File: src/rtl/drawunit_q_pkg.sv
// drawunit_q shared definitions: opcodes, argument field layout,
// FSM encodings and the queued command / rectangle bundles.
package drawunit_q_pkg;

   localparam logic [7:0] DRAW_CMD_RECT  = 8'h01;
   localparam logic [7:0] DRAW_CMD_CLEAR = 8'h02;

   localparam int X_LSB = 0;
   localparam int Y_LSB = 10;
   localparam int W_LSB = 20;
   localparam int H_LSB = 30;
   localparam int C_LSB = 40;
   localparam int ARG_W = 56;

   typedef enum logic [1:0] {
      ST_IDLE,
      ST_LOAD,
      ST_DRAW,
      ST_DONE
   } state_t;

   typedef enum logic [1:0] {
      E_IDLE,
      E_REQ,
      E_DATA,
      E_FIN
   } eng_t;

   typedef struct packed {
      logic [7:0]       op;
      logic [ARG_W-1:0] args;
   } cmd_t;

   typedef struct packed {
      logic [9:0]  x;
      logic [9:0]  y;
      logic [9:0]  w;
      logic [9:0]  h;
      logic [15:0] color;
   } rect_t;

   function automatic rect_t unpack_rect(input logic [ARG_W-1:0] a);
      rect_t r;
      r.x     = a[X_LSB +: 10];
      r.y     = a[Y_LSB +: 10];
      r.w     = a[W_LSB +: 10];
      r.h     = a[H_LSB +: 10];
      r.color = a[C_LSB +: 16];
      return r;
   endfunction

   // Row-major frame buffer with a fixed 1024-pixel line pitch.
   function automatic logic [21:0] burst_addr(input logic [9:0] x,
                                              input logic [9:0] y,
                                              input logic [9:0] row);
      logic [10:0] line;
      line = 11'(y) + 11'(row);
      return {1'b0, line, x};
   endfunction

endpackage

File: src/rtl/drawrect.sv
// Rectangle fill engine: one SDRAM write burst per row while en is high.
// Ports: clk/rst_n, en, rect geometry/color in, burst req/addr/len/rgb out, done.
module drawrect
   import drawunit_q_pkg::*;
(
   input  logic        clk,
   input  logic        rst_n,
   input  logic        en,
   input  logic [9:0]  x,
   input  logic [9:0]  y,
   input  logic [9:0]  w,
   input  logic [9:0]  h,
   input  logic [15:0] color,
   input  logic        write_burst_data_req,
   input  logic        write_burst_data_finish,
   output logic        write_burst_req,
   output logic [15:0] rgb,
   output logic [21:0] addr,
   output logic [9:0]  write_burst_len,
   output logic        done
);

   eng_t       st;
   logic [9:0] row;

   // Dropping en abandons any work and rearms the engine.
   always_ff @(posedge clk) begin
      if (!rst_n || !en) begin
         st              <= E_IDLE;
         row             <= '0;
         write_burst_req <= 1'b0;
         rgb             <= '0;
         addr            <= '0;
         write_burst_len <= '0;
         done            <= 1'b0;
      end else begin
         unique case (st)
            E_IDLE: begin
               st              <= E_REQ;
               row             <= '0;
               write_burst_req <= 1'b1;
               addr            <= burst_addr(x, y, 10'd0);
               write_burst_len <= w;
               rgb             <= color;
            end
            // Request is held until the controller starts the data phase.
            E_REQ: begin
               if (write_burst_data_req) begin
                  write_burst_req <= 1'b0;
                  st              <= E_DATA;
               end
            end
            E_DATA: begin
               if (write_burst_data_finish) begin
                  if (row == h - 10'd1) begin
                     done <= 1'b1;
                     st   <= E_FIN;
                  end else begin
                     row             <= row + 10'd1;
                     write_burst_req <= 1'b1;
                     addr            <= burst_addr(x, y, row + 10'd1);
                     st              <= E_REQ;
                  end
               end
            end
            E_FIN: st <= E_FIN;
            default: st <= E_IDLE;
         endcase
      end
   end

endmodule

File: src/rtl/drawunit_fifo.sv
// Generic synchronous FIFO with flush and occupancy level.
// Ports: clk/rst_n, flush, push/din, pop/dout (head, fall-through), full, empty, level.
module drawunit_fifo #(
   parameter int WIDTH = 8,
   parameter int DEPTH = 4,
   localparam int AW   = $clog2(DEPTH)
) (
   input  logic             clk,
   input  logic             rst_n,
   input  logic             flush,
   input  logic             push,
   input  logic [WIDTH-1:0] din,
   input  logic             pop,
   output logic [WIDTH-1:0] dout,
   output logic             full,
   output logic             empty,
   output logic [AW:0]      level
);

   typedef logic [AW:0] ptr_t;

   logic [WIDTH-1:0] mem [DEPTH];
   ptr_t             wptr;
   ptr_t             rptr;
   logic             push_ok;
   logic             pop_ok;

   assign push_ok = push & ~full & ~flush;
   assign pop_ok  = pop & ~empty & ~flush;

   // Extra pointer bit separates full from empty.
   assign level = wptr - rptr;
   assign empty = (wptr == rptr);
   assign full  = (level == ptr_t'(DEPTH));
   assign dout  = mem[rptr[AW-1:0]];

   always_ff @(posedge clk) begin
      if (!rst_n) begin
         wptr <= '0;
         rptr <= '0;
      end else if (flush) begin
         rptr <= wptr;
      end else begin
         if (push_ok) wptr <= wptr + ptr_t'(1);
         if (pop_ok)  rptr <= rptr + ptr_t'(1);
      end
   end

   always_ff @(posedge clk) begin
      if (push_ok) mem[wptr[AW-1:0]] <= din;
   end

endmodule

File: src/rtl/drawunit_q.sv
// Queued draw-command unit: FIFO of {opcode, args}, decode FSM, drawrect engine.
// Ports: cmd valid/ready/command/data, flush, SDRAM burst port, cmd_done, busy, queue_level, err_count.
module drawunit_q #(
   parameter int CMD_DEPTH = 4,
   parameter int SCREEN_W  = 640,
   parameter int SCREEN_H  = 480,
   parameter int ERR_W     = 8,
   localparam int LW       = $clog2(CMD_DEPTH) + 1
) (
   input  logic             clk,
   input  logic             rst_n,
   input  logic             cmd_valid,
   output logic             cmd_ready,
   input  logic [7:0]       command,
   input  logic [255:0]     data,
   input  logic             flush,
   output logic             write_burst_req,
   input  logic             write_burst_data_req,
   input  logic             write_burst_data_finish,
   output logic [15:0]      rgb,
   output logic [21:0]      addr,
   output logic [9:0]       write_burst_len,
   output logic             cmd_done,
   output logic             busy,
   output logic [LW-1:0]    queue_level,
   output logic [ERR_W-1:0] err_count
);

   import drawunit_q_pkg::*;

   state_t            state_q;
   state_t            state_d;
   cmd_t              fifo_dout;
   cmd_t              head_q;
   rect_t             rect_q;
   rect_t             ld_rect;
   logic [ERR_W-1:0]  err_q;
   logic              full;
   logic              empty;
   logic              push;
   logic              pop;
   logic              known;
   logic              zero_sz;
   logic              in_draw;
   logic              eng_req;
   logic              eng_done;
   logic [15:0]       eng_rgb;
   logic [21:0]       eng_addr;
   logic [9:0]        eng_len;
   logic              unused_args;

   assign unused_args = ^data[255:ARG_W];

   assign cmd_ready = rst_n & ~full & ~flush;
   assign push      = cmd_valid & cmd_ready;
   assign pop       = (state_q == ST_IDLE) & ~empty & ~flush;
   assign err_count = err_q;

   drawunit_fifo #(
      .WIDTH ($bits(cmd_t)),
      .DEPTH (CMD_DEPTH)
   ) u_fifo (
      .clk   (clk),
      .rst_n (rst_n),
      .flush (flush),
      .push  (push),
      .din   ({command, data[ARG_W-1:0]}),
      .pop   (pop),
      .dout  (fifo_dout),
      .full  (full),
      .empty (empty),
      .level (queue_level)
   );

   // CLEAR reuses the rectangle path with full-screen geometry.
   always_comb begin
      ld_rect = unpack_rect(head_q.args);
      known   = 1'b1;
      unique case (1'b1)
         head_q.op == DRAW_CMD_RECT: known = 1'b1;
         head_q.op == DRAW_CMD_CLEAR: begin
            ld_rect.x = '0;
            ld_rect.y = '0;
            ld_rect.w = 10'(SCREEN_W);
            ld_rect.h = 10'(SCREEN_H);
         end
         default: known = 1'b0;
      endcase
      zero_sz = (ld_rect.w == '0) | (ld_rect.h == '0);
   end

   always_ff @(posedge clk) begin
      if (!rst_n) state_q <= ST_IDLE;
      else        state_q <= state_d;
   end

   always_comb begin
      state_d = state_q;
      unique case (state_q)
         ST_IDLE: if (pop) state_d = ST_LOAD;
         ST_LOAD: begin
            if (!known)       state_d = ST_IDLE;
            else if (zero_sz) state_d = ST_DONE;
            else              state_d = ST_DRAW;
         end
         ST_DRAW: if (eng_done) state_d = ST_DONE;
         ST_DONE: state_d = ST_IDLE;
         default: state_d = ST_IDLE;
      endcase
   end

   always_ff @(posedge clk) begin
      if (!rst_n) begin
         head_q <= '0;
         rect_q <= '0;
         err_q  <= '0;
      end else begin
         if (pop) head_q <= fifo_dout;
         if (state_q == ST_LOAD) begin
            rect_q <= ld_rect;
            if (!known && err_q != '1) err_q <= err_q + ERR_W'(1);
         end
      end
   end

   always_comb begin
      in_draw         = (state_q == ST_DRAW);
      write_burst_req = in_draw & eng_req;
      rgb             = in_draw ? eng_rgb  : '0;
      addr            = in_draw ? eng_addr : '0;
      write_burst_len = in_draw ? eng_len  : '0;
      cmd_done        = (state_q == ST_DONE);
      busy            = (state_q != ST_IDLE) | ~empty;
   end

   drawrect u_rect (
      .clk                     (clk),
      .rst_n                   (rst_n),
      .en                      (in_draw),
      .x                       (rect_q.x),
      .y                       (rect_q.y),
      .w                       (rect_q.w),
      .h                       (rect_q.h),
      .color                   (rect_q.color),
      .write_burst_data_req    (write_burst_data_req),
      .write_burst_data_finish (write_burst_data_finish),
      .write_burst_req         (eng_req),
      .rgb                     (eng_rgb),
      .addr                    (eng_addr),
      .write_burst_len         (eng_len),
      .done                    (eng_done)
   );

endmodule

File: config.mk
export PLATFORM = sky130hd
export DESIGN_NAME = drawunit_q
export DESIGN_NICKNAME = d
export VERILOG_FILES = /design/src/rtl/drawunit_q_pkg.sv /design/src/rtl/drawrect.sv /design/src/rtl/drawunit_fifo.sv /design/src/rtl/drawunit_q.sv
export SDC_FILE = /design/constraint.sdc
export NUM_CORES = 1
export LEC_CHECK = 0
export BUFFER_PORTS_ARGS = -buffer_cell sky130_fd_sc_hd__buf_2
export CORE_ASPECT_RATIO = 1.4
export CORE_MARGIN = 2
export CORE_UTILIZATION = 50
export DETAILED_ROUTE_END_ITERATION = 12
export PLACE_DENSITY = 0.78
export RECOVER_POWER = 50
export SLEW_MARGIN = 20
export SYNTH_ARGS = -nofsm -noshare
export SYNTH_HDL_FRONTEND = slang
export SYNTH_SLANG_ARGS = --single-unit
File: constraint.sdc
create_clock -name clk -period 3.7 [get_ports clk]
set_clock_uncertainty 0.2 [all_clocks]
set_input_delay 1.11 -clock clk [delete_from_list [all_inputs] [get_ports clk]]
set_output_delay 1.11 -clock clk [all_outputs]
set_load 0.005 [all_outputs]
---- Word level (Yosys, flattened, before mapping) ----
Memories as Yosys holds them, arrays and structs flattened. A register that Yosys moved wholly into a read port is not among the register bits.
Index checks and enable logic that the tools add are counted.
word-level totals
  bits in registers ....................... 134
  RAM bits ................................ 256
  input bits .............................. 270
  word-level logic and storage cells ...... 106
  memories ................................ 1
memory list
  name        depth  width  read ports  clocked after memory_dff  wr ports  line                 RTL
  u_fifo.mem  4      64     1           1                         1         drawunit_fifo.sv:22  logic [WIDTH-1:0] mem [DEPTH];
cells by class
  add/sub/neg operators ................... 7
  equal/unequal tests ..................... 17
  muxes and demuxes ....................... 28
  bitwise operators ....................... 15
  reduce and logical (&&, ||, !) cells .... 22
operators by type and width
  cell                   number
  $mux 22                3
  $pmux 22 s2            1
  $mux 40                1
  $mux 10                3
  $logic_not 10->1       2
  $pmux 10 s2            1
  $mux 16                1
  $pmux 2 s4             2
  $mux 2                 6
  $add 10x10->11         1
  $add 10x1->10 const B  1
  $and 1x1->1            10
  $eq 10x10->1           1
  $sub 10x1->10 const B  1
  $add 8x1->8 const B    1
  $eq 2x2->1 const B     4
  $eq 8x1->1 const B     1
  $eq 8x2->1 const B     1
  $ne 2x2->1 const B     4
  $ne 8x8->1 const B     1
  $reduce_and 2->1       4
  $mux 1                 7
  $add 3x1->3 const B    2
  $mux 3                 2
  17 further kinds       28

---- Logic depth before layout (Yosys ltp) ----
  depth in word-level cells ............... 10
  depth in mapped cells ................... 12

---- By module ----
Synthesis repeated with hierarchy kept, for this count alone.
unflattened totals
  cell total of the unflattened synthesis .. 1425
  area, all modules ....................... 18044.8 µm²
modules (own cells, without submodules)
  module         times used  cells an instance  area each (µm²)  seq. area each (µm²)
  drawunit_fifo  1           395                9760.6           7847.5
  drawunit_q     1           608                4984.8           2602.5
  drawrect       1           422                3299.4           1221.2

---- Least setup slack after synthesis ----
OpenSTA, ideal clock, no wires.
  path type ............................... register to register
  from .................................... register u_fifo.wptr[0]
  to ...................................... memory u_fifo.mem[3][0] in the netlist's numbering (enable)
  data arrival time ....................... 3.423 ns
  path slack .............................. -0.354 ns
  stages on the path, launching flop included .. 7
  cells stage by stage .................... dfxtp_1 -> inv_1 -> ha_1 -> fa_1 -> xnor2_1 -> a311oi_1 -> and3_1
on the way
  longest elaborated chain between the ends .. 10
RTL lines
  element                       line                 RTL
  from (decl)                   drawunit_fifo.sv:23  ptr_t wptr;
  from (signal assigned)        drawunit_fifo.sv:44  if (push_ok) wptr <= wptr + ptr_t'(1);
  $sub 3x3->3                   drawunit_fifo.sv:32  assign level = wptr - rptr;
  named net queue_level[2]      drawunit_q.sv:25     output logic [LW-1:0] queue_level,
  $eq 3x3->1                    drawunit_fifo.sv:34  assign full = (level == ptr_t'(DEPTH));
  $not 1->1                     drawunit_q.sv:54     assign cmd_ready = rst_n & ~full & ~flush;
  $and 1x1->1 (2 in series)     drawunit_q.sv:54
  named net cmd_ready           drawunit_q.sv:13     output logic cmd_ready,
  $and 1x1->1                   drawunit_q.sv:55     assign push = cmd_valid & cmd_ready;
  $and 1x1->1 (2 in series)     drawunit_fifo.sv:28  assign push_ok = push & ~full & ~flush;
  $mux 1                        drawunit_fifo.sv:50  if (push_ok) mem[wptr[AW-1:0]] <= din;
  $mux 1 (implied by the code)  drawunit_fifo.sv:50
  to (decl)                     drawunit_fifo.sv:22
The timed path passes the listed nets, and every way through them passes these cells.

---- Final worst setup path ----
  from .................................... register u_fifo.wptr[0]
  to ...................................... output port cmd_ready
on the way
  longest elaborated chain between the ends .. 5
RTL lines
  element                    line
  $sub 3x3->3                drawunit_fifo.sv:32
  $eq 3x3->1                 drawunit_fifo.sv:34
  $not 1->1                  drawunit_q.sv:54
  $and 1x1->1 (2 in series)  drawunit_q.sv:54
  to (decl)                  drawunit_q.sv:13
No other way between the ends.

==> flow_summary.json <==
{
  "h-tree-depth": 2,
  "synth_area_um2": 17930,
  "worst-path-max-fanout": 5,
  "cts_root_buffer": "clkbuf_16",
  "wl_um": 36830,
  "worst_ep_required_time_ns": 2.39,
  "max_cap_viol_count": 3,
  "maxSlewViolCount": 205,
  "worst_pin_slew_ns": 2.086,
  "hold_viol": 0,
  "synth_top_flop_cell": "edfxtp_1",
  "regToRegSetupSlack_ns": 0.44,
  "antenna_left": 0,
  "cts_tree": "yes",
  "cts_sinks": 453,
  "antenna_found_initial": 2,
  "synth-edff-count": 256,
  "pin_count": 333,
  "relSlewSlack_pct": -39.08,
  "path_class": "reg -> out",
  "cts_buffers": 41,
  "nNetsFinal": 1806,
  "synthAdderAreaFrac_pct": 1.619,
  "wl_per_cell_um": 18.32,
  "fp.dieArea_um2": 37410,
  "drc": 0,
  "p_leak_nw": 6.787,
  "grtUsageTotal_pct": 19.65,
  "final_cell_mix": "nand2_1, edfxtp_1, dfxtp_1, a21oi_1, nor2_1",
  "grt_first_pass_wirelength_um": 58250,
  "io_buffers": 131,
  "multi_input_area_um2": 5843,
  "gp_congestion": 0.8737,
  "fmax_mhz": 275.5,
  "avgSynthCellArea_um2": 12.74,
  "cp-startpoint": "u_fifo.wptr[0]$_SDFFE_PN0P_",
  "dr.pass1.iters": 6,
  "clk_path_buf_depth": 3,
  "grt_overflow": 0,
  "synth_nets": 1699,
  "finalNonFillerCells": 2010,
  "drive_gt1_share_pct": 16.16,
  "initial_core_util_pct": 50.37,
  "row_count": 82,
  "vias_per_cell": 5.535,
  "status": "complete, but fails checks",
  "reg2reg_from": "u_rect.row[1]$_SDFFE_PP0P_",
  "fill_cells": 2823,
  "violations": "max-capacitance violations, max-slew violations",
  "synth_top_family_by_area": "simple AND/OR/NAND/NOR gates",
  "dp_hpwl_um": 23610,
  "r2r_end": "u_rect.addr[19]$_SDFFE_PP0P_",
  "syn2layout_area_growth_pct": 12.85,
  "clk_pin_slew_worst_paths_ns": 0.06,
  "yosys_warnings": 0,
  "place_inst": 1932,
  "synth-compound-area-share_pct": 8.136,
  "crit_end": "cmd_ready",
  "fin_total_pwr_w": 0.01019,
  "drt_iter0_drc": 852,
  "synth_seq_cells": 453,
  "reg2reg_depth": 10,
  "min_period_ns": 3.629,
  "setup_viol": 0,
  "cts_hold_buf": 0,
  "core_area_um2": 35600,
  "period_share_pct": 98.09,
  "cp_slowest_cell": "fa_2",
  "arrival_ns": 2.32,
  "worstSetupEndpointType": "primary output",
  "fp.dieW_um": 164.1,
  "slowest_delay_ns": 0.40,
  "seq_area_um2": 11640,
  "postSynthCellCount": 1407,
  "yosysUniqueCellTypes": 67,
  "grt_max_degree": 103,
  "power_density_nw_per_um2": 503.7,
  "cp-start-kind": "flip-flop",
  "die_h_um": 228.1,
  "utilization_pct": 56.84,
  "synth-async-reset-ratio_pct": 0,
  "synth_mux_area_share_pct": 8.946,
  "grt_pass1_vias": 11015,
  "clock_latency_ns": 0.55,
  "synthSimpleGateAreaFrac_pct": 11.65,
  "worstPathCellList": "inv_2 > ha_2 > fa_2 > xnor2_4 > a311oi_2 > buf_4 > buf_2",
  "yosys.area_share.xor_xnor_pct": 1.954,
  "yosysSeqAreaShare_pct": 64.87,
  "irDropWorstVdd_mv": 0.3864,
  "vias": 11126,
  "holdCritPathClass": "reg -> reg"
}
==> stage by stage <==
| step | instance area [um^2] | hold slack [ns] | setup TNS, ns | setup slack [ns] |
|---|---|---|---|---|
| final | 20230 | 0.2487 | 0 | 0.07053 |
| after global routing | 20230 | 0.2690 | -0.01105 | -0.01105 |
| after CTS | 20310 | 0.2521 | 0 | 0.02270 |
| after detailed placement | 19000 | 0.2439 | 0 | 0.4508 |
| after global placement | 19000 | 0.2391 | 0 | 0.4449 |
| after floorplan | 17940 | 0.2273 | 0 | 0.3652 |
==> layer usage <==
layer | up-vias | GRT usage, % | wire length (um)
li1 | 5293 | - | -
met4 | 2 | 5.729 | 694
met2 | 318 | 32.76 | 18070
met5 | - | 0 | 11
met1 | 5466 | 26.05 | 15540
met3 | 47 | 4.000 | 2509
==> critical path: cells and delay by family, from the launching register on <==
| family | cells | cell delay, ns |
|---|---|---|
| adders and majority gates | 2 | 0.58 |
| DFF | 1 | 0.37 |
| xor gates and xnor gates | 1 | 0.17 |
| buffers and inverters | 3 | 0.36 |
| AOI/OAI and AO/OA | 1 | 0.30 |
==> how the worst min path moves through the flow <==
stage | from | end | slack (ns) | depth (start not counted)
detailed placement | u_rect.write_burst_len[1]$_SDFFE_PP0P_ | u_rect.write_burst_len[1]$_SDFFE_PP0P_ | 0.24 | 2
floorplan | u_rect.addr[12]$_SDFFE_PP0P_ | u_rect.addr[12]$_SDFFE_PP0P_ | 0.23 | 2
global placement | head_q[59]$_SDFFE_PN0P_ | head_q[59]$_SDFFE_PN0P_ | 0.24 | 2
finish | u_rect.write_burst_len[1]$_SDFFE_PP0P_ | u_rect.write_burst_len[1]$_SDFFE_PP0P_ | 0.25 | 2
global route | u_rect.write_burst_len[1]$_SDFFE_PP0P_ | u_rect.write_burst_len[1]$_SDFFE_PP0P_ | 0.27 | 2
CTS | u_rect.rgb[10]$_SDFFE_PP0P_ | u_rect.rgb[10]$_SDFFE_PP0P_ | 0.25 | 2
==> power by group <==
| group | leakage [nW] | switching (W) | internal [W] |
|---|---|---|---|
| Combinational | 2.26 | 0.000380 | 0.000257 |
| Clock | 0.627 | 0.00177 | 0.00230 |
| Sequential | 3.90 | 0.0000627 | 0.00542 |
==> synth_stat cells (2+ instances only) <==
master,count,area share (%)
edfxtp_1,256,43
nand2_1,256,5.4
dfxtp_1,197,22
a21oi_1,133,3.7
nor2_1,91,1.9
clkbuf_1,69,1.4
mux4_2,64,8.0
and2_1,53,1.8
a22oi_1,34,1.4
xnor2_1,26,1.3
ha_1,20,1.4
nand3_1,19,0.53
inv_1,15,0.31
mux2i_1,14,0.78
xor2_1,14,0.68
o21ai_0,13,0.36
buf_1,10,0.21
and3_1,9,0.31
nor3_1,9,0.25
buf_6,7,0.44
nor4_1,6,0.21
o221a_2,6,0.38
a311oi_2,5,0.42
or4_1,5,0.21
a211oi_1,4,0.17
a31oi_1,4,0.14
buf_4,4,0.17
nand2b_1,4,0.14
or3_1,4,0.14
a21o_1,3,0.13
nand3b_1,3,0.13
nand4_1,3,0.10
nor2b_1,3,0.10
o211ai_1,3,0.13
a211o_1,2,0.098
a41o_1,2,0.11
buf_2,2,0.056
fa_1,2,0.22
mux2_2,2,0.13
nand4b_1,2,0.098
o22ai_1,2,0.070
or2_2,2,0.070
==> flip-flops by register name (all words and copies together), names as in the netlist, 8 cells and up, named ones only <==
name,flops
err_count,8
head_q,64
rect_q,56
u_fifo.mem,256
u_rect.addr,21
u_rect.rgb,16
u_rect.row,10
u_rect.write_burst_len,10
==> cells by family (layout without fill, tap and decap cells) <==
| kind of cell | count (synthesis) | count (layout) |
|---|---|---|
| other | 1 | 2 |
| AND/OR/NAND/NOR | 474 | 474 |
| XOR/XNOR | 40 | 40 |
| multiplexers | 80 | 80 |
| adder cells (fa/ha/maj) | 22 | 22 |
| buffers and inverters | 109 | 249 |
| flip-flops | 453 | 453 |
| AO/OA/AOI/OAI | 228 | 228 |
==> final cells by class <==
type                            count  area share, %
Antenna cell                        1        0.01237
Clock buffer                       60          5.843
Clock inverter                     16         0.5503
Inverter                           15         0.2844
Multi-Input combinational cell    845          28.88
Sequential cell                   453          57.52
Tap cell                          462          2.857
Timing Repair Buffer              158          4.056
==> repair_timing <==
item / 4_1_cts / 5_1_grt
pin swaps: 1 / 3
resized for setup: 3 / 5
setup buffers: 0 / 1
setup endpoints to repair: 1 / 1
Power figures use the tool's default switching activity.
